$ cat config.mk
export PLATFORM = sky130hd
export DESIGN_NAME = regfile_alu_core
export DESIGN_NICKNAME = d
export VERILOG_FILES = /design/src/rtl/regfile_alu_pkg.sv /design/src/rtl/alu8.sv /design/src/rtl/regfile8x8.sv /design/src/rtl/regfile_alu_core.sv
export SDC_FILE = /design/constraint.sdc
export NUM_CORES = 1
export LEC_CHECK = 0
export BUFFER_PORTS_ARGS = -buffer_cell sky130_fd_sc_hd__buf_2
export CAP_MARGIN = 10
export CORE_AREA = 2 2 85 87
export DETAILED_ROUTE_END_ITERATION = 8
export DIE_AREA = 0 0 87 89
export GPL_TIMING_DRIVEN = 1
export PLACE_DENSITY_LB_ADDON = 0.05
export SLEW_MARGIN = 20
export SYNTH_ARGS = -nofsm -noshare
export SYNTH_HDL_FRONTEND = slang
export SYNTH_SLANG_ARGS = --single-unit
$ cat constraint.sdc
create_clock -name CLK -period 9.28 [get_ports CLK]
set_clock_uncertainty 0.1 [all_clocks]
set_input_delay 0.464 -clock CLK [delete_from_list [all_inputs] [get_ports CLK]]
set_output_delay 0.464 -clock CLK [all_outputs]
set_load 0.005 [all_outputs]
$ cat src/rtl/regfile_alu_pkg.sv
// Shared widths and ALU opcodes for the register-file/ALU datapath core.
package regfile_alu_pkg;
  localparam int DATA_WIDTH = 8;
  localparam int ADDR_WIDTH = 3;

  localparam logic [2:0] ALU_FWD = 3'b000;
  localparam logic [2:0] ALU_ADD = 3'b001;
  localparam logic [2:0] ALU_AND = 3'b010;
  localparam logic [2:0] ALU_OR  = 3'b011;
endpackage

$ cat src/rtl/alu8.sv
// Combinational ALU: forward/add/and/or on op1 and op2, reserved codes give zero.
module alu8
  import regfile_alu_pkg::*;
#(
  parameter int W = regfile_alu_pkg::DATA_WIDTH
) (
  input  logic [W-1:0] op1,
  input  logic [W-1:0] op2,
  input  logic [2:0]   sel,
  output logic [W-1:0] result,
  output logic         zero
);
  always_comb begin
    result = '0;
    case (sel)
      ALU_FWD: result = op2;
      ALU_ADD: result = op1 + op2;   // carry dropped; subtract arrives as a negated op2
      ALU_AND: result = op1 & op2;
      ALU_OR:  result = op1 | op2;
      default: result = '0;
    endcase
  end

  assign zero = ~|result;
endmodule

$ cat src/rtl/regfile8x8.sv
// Register file: two combinational read ports, one synchronous write port, async clear.
module regfile8x8 #(
  parameter int W  = regfile_alu_pkg::DATA_WIDTH,
  parameter int AW = regfile_alu_pkg::ADDR_WIDTH
) (
  input  logic          clk,
  input  logic          rst_n,
  input  logic          we,
  input  logic [AW-1:0] waddr,
  input  logic [W-1:0]  wdata,
  input  logic [AW-1:0] raddr1,
  input  logic [AW-1:0] raddr2,
  output logic [W-1:0]  rdata1,
  output logic [W-1:0]  rdata2
);
  localparam int NREG = 2 ** AW;

  logic [NREG-1:0][W-1:0] regs;

  always_ff @(posedge clk or negedge rst_n) begin
    if (!rst_n)  regs <= '0;
    else if (we) regs[waddr] <= wdata;
  end

  // No bypass: a same-cycle write shows up only after the edge.
  assign rdata1 = regs[raddr1];
  assign rdata2 = regs[raddr2];
endmodule

$ cat src/rtl/regfile_alu_core.sv
// CPU datapath core: register file feeding ALU operand 1; operand 2 and write data come from outside.
module regfile_alu_core #(
  parameter int DATA_WIDTH = regfile_alu_pkg::DATA_WIDTH,
  parameter int ADDR_WIDTH = regfile_alu_pkg::ADDR_WIDTH
) (
  input  logic                  CLK,
  input  logic                  RESET,
  input  logic                  WRITE,
  input  logic [ADDR_WIDTH-1:0] INADDRESS,
  input  logic [DATA_WIDTH-1:0] IN,
  input  logic [ADDR_WIDTH-1:0] OUT1ADDRESS,
  input  logic [ADDR_WIDTH-1:0] OUT2ADDRESS,
  output logic [DATA_WIDTH-1:0] OUT1,
  output logic [DATA_WIDTH-1:0] OUT2,
  input  logic [DATA_WIDTH-1:0] DATA2,
  input  logic [2:0]            SELECT,
  output logic [DATA_WIDTH-1:0] RESULT,
  output logic                  ZERO
);
  regfile8x8 #(.W(DATA_WIDTH), .AW(ADDR_WIDTH)) u_rf (
    .clk    (CLK),
    .rst_n  (RESET),
    .we     (WRITE),
    .waddr  (INADDRESS),
    .wdata  (IN),
    .raddr1 (OUT1ADDRESS),
    .raddr2 (OUT2ADDRESS),
    .rdata1 (OUT1),
    .rdata2 (OUT2)
  );

  alu8 #(.W(DATA_WIDTH)) u_alu (
    .op1    (OUT1),
    .op2    (DATA2),
    .sel    (SELECT),
    .result (RESULT),
    .zero   (ZERO)
  );
endmodule

==> summary.md <==
| Metric | Value |
|---|---|
| Count of final setup violators | 0 |
| Worst Max-Slew Pin Slew | 0.9440 ns |
| CP max stage delay | 0.57 ns |
| Min Tclk post-route | 4.576 ns |
| Synth cell types | 43 |
| Main flop type after synthesis | dfrtp_1 |
| Diodes inserted | 0 |
| TritonRoute pass-1 iters | 4 |
| Clock transition at path regs | 0.06 ns |
| Via density per instance | 6.476 |
| Clk root buf | clkbuf_8 |
| #FFs+latches synth | 64 |
| CTS tree | done |
| TritonCTS Buffers | 9 |
| Row Count | 30 |
| Worst path required time | 8.72 ns |
| Syn-to-layout area delta | 11.13% |
| Port bufs | 55 |
| Sequential area share after synthesis | 38.72% |
| Status | finished clean |
| Clock Sinks | 64 |
| Drt initial violations | 107 |
| Crit-path cells | buf_2 -> mux4_2 -> mux2i_1 -> inv_1 -> ha_1 -> fa_1 -> a21oi_1 -> o21bai_1 -> xnor2_1 -> o22ai_1 -> or4_1 -> nor4_2 -> buf_2 |
| Routed WL per cell | 20.70 um |
| Nets | 404 |
| Fin. max-slew vios | 0 |
| Post-Place Worst Slack | 4.713 ns |
| CP Class | in -> out |
| Fmax | 218.5 MHz |
| Hold Violations, Final | 0 |
| Crit-path slowest cell | mux4_2 |
| Top cell type's share of synthesized area | 38.72% |
| Initial core utilization | 61.56% |
| Critical Path AT | 4.01 ns |
| Hold Crit Class | in -> async |
| Worst Reg-to-Reg Cells | 1 |
| Most flops, register | u_rf.regs |
| Largest net degree at the start of global routing | 65 |
| Number of global-route vias before repair | 2,775 |
| Clock Latency Late Sink | 0.32 ns |
| Startpoint Class | primary input |
| Die Wd | 87 um |
| Total congestion overflow | 0 |
| Total number of vias | 2,817 |
| DRT antenna net count | 0 |
| Cells after Synth | 306 |
| PwrDens | 199.8 mW/mm^2 |
| Syn Area/Cell | 13.52 um^2 |
| Share of layout cells above drive strength 1 | 50.99% |
| Top Ports | 56 |
| Period utilization | 49.31% |
| RSZ-0062 raised after global routing | false |
| DPL Wire Length | 6.176 mm |
| DIE AREA | 0.007743 mm^2 |
| Post-Route WL | 9.003 mm |
| DR DRC count | 0 |
| P_leak | 2.049 nW |
| Core area | 0.006719 mm^2 |
| Max_cap viols | 0 |
| Worst vdd ir | 107.2 uV |
| Worst rel slew slack | 36.72% |
| Max Buffers Root-to-Sink | 2 |
| Gpl congestion | 0.8735 |
| Largest area contributor in the netlist | dfrtp_1 |
| Yosys warns | 0 |
| Setup WS post-layout | 4.704 ns |
| Synth async-reset ratio | 100.0% |
| TNS Setup | 0 ns |
| First-pass GRT wire length | 14.25 mm |
| Max FFs per register | 64 |
| Die Height | 89 um |
| Post-synth EDFFs | 0 |
| Global Route Usage Sum | 25.28% |
| Initial antenna violation count | 0 |
| Post-cts resize count | 0 |
| # hold bufs at CTS | 0 |
| Post-CTS Repair Setup Buffers | 0 |
| Worst Setup End Kind | output port |
| H-tree depth | 3 |
| Syn Std Cell Area | 0.004136 mm^2 |
| Crit-path max FO | 16 |
| Ranking of synthesized cells by area | dfrtp_1 39%, mux2_2 20%, mux4_2 17%, ha_1 5.4%, mux2i_1 2.9% |
| Synthesized Nets | 356 |
| CP dominant cell by count | buf_2 |
| Largest regs | u_rf.regs (64) |
[metrics by stage]
| stage | utilization (%) | total power [W] | instance area, um^2 | hold WS [ns] | cells |
|---|---|---|---|---|---|
| after global routing | 68.42 | 0.0009735 | 4597 | 0.2660 | 435 |
| after global placement | 65.72 | 0.0006801 | 4415 | 0.4005 | 423 |
| after floorplan | - | 0.0006029 | 4136 | 0.06841 | 306 |
| after CTS | 68.42 | 0.0009239 | 4597 | 0.2234 | 435 |
| after detailed placement | 65.72 | 0.0006940 | 4415 | 0.4114 | 423 |
| final | 68.42 | 0.0009185 | 4597 | 0.2002 | 435 |
[routing by layer]
layer / vias up / global-route usage (%) / wire (um)
li1: 1250 / - / -
met1: 1451 / 33.06 / 3717
met2: 101 / 43.16 / 4558
met3: 15 / 4.340 / 569
met4: 0 / 8.665 / 158
met5: - / 0 / 0
[cell usage after synthesis (3+ instances only)]
master,n
mux4_2,32
clkbuf_1,7
mux2_2,72
dfrtp_1,64
nand2_1,8
ha_1,18
inv_1,19
a211oi_1,4
nand4b_1,3
o22ai_1,3
a21oi_1,7
xnor2_1,4
buf_2,5
o21ai_0,6
mux2i_1,12
o22a_1,4
buf_1,3
nand3_1,4
nor2_1,4
[layout make-up]
type | instances | area (um^2)
Clock inverter | 1 | 30.03
Timing Repair Buffer | 56 | 282.8
Sequential cell | 64 | 1602
Fill cell | 490 | 2122
Inverter | 20 | 75.07
Clock buffer | 11 | 151.4
Multi-Input combinational cell | 203 | 2356
Tap cell | 80 | 100.1
[where the power goes]
| group | total (W) | internal, W | leakage (nW) | switching [W] |
|---|---|---|---|---|
| sequential | 0.000384 | 0.000341 | 0.768 | 0.0000431 |
| clock | 0.000230 | 0.000133 | 0.0932 | 0.0000967 |
| combinational | 0.000305 | 0.000175 | 1.19 | 0.000130 |
[final timing paths]
check | start | endpoint | slack [ns]
min in group CLK | IN[3] | u_rf.regs[35] | 0.36
min | RESET | u_rf.regs[53] | 0.20
max in group asynchronous | RESET | u_rf.regs[2] | 8.36
max reg2reg | u_rf.regs[49] | u_rf.regs[49] | 8.39
min reg2reg | u_rf.regs[31] | u_rf.regs[31] | 0.43
max | OUT1ADDRESS[0] | ZERO | 4.70
[cell families (layout without fill, tap and decap cells)]
kind of cell	Yosys count	in the layout	share of synthesized area, %
fa+ha+maj	19	19	5.929
xor+xnor	5	5	1.059
mux	116	116	39.93
buf+inv	39	88	4.325
flops	64	64	38.72
compound gates	30	30	4.961
simple gates	33	33	5.082
[critical path, delay by kind of cell]
kind | cells | cell delay (ns)
buf+inv | 3 | 0.73
simple gates | 2 | 0.67
compound gates | 3 | 0.45
fa+ha+maj | 2 | 0.68
mux | 2 | 0.88
xor+xnor | 1 | 0.14
[cell usage in the layout, fill, tap and decap left out, drive strengths merged, types with 2 or more instances in the layout]
cell type and instances:
inv 20, mux2 72, nand4b 3, ha 18
o22a 4, nor2b 2, buf 56, a211oi 5
mux4 32, o21ai 6, nand3 4, xnor2 4
mux2i 12, nor3b 2, nor3 2, clkbuf 11
o22ai 3, nor2 4, nand2 9, a21oi 7
dfrtp 64
Note: power is estimated with default switching activity, not from simulation.
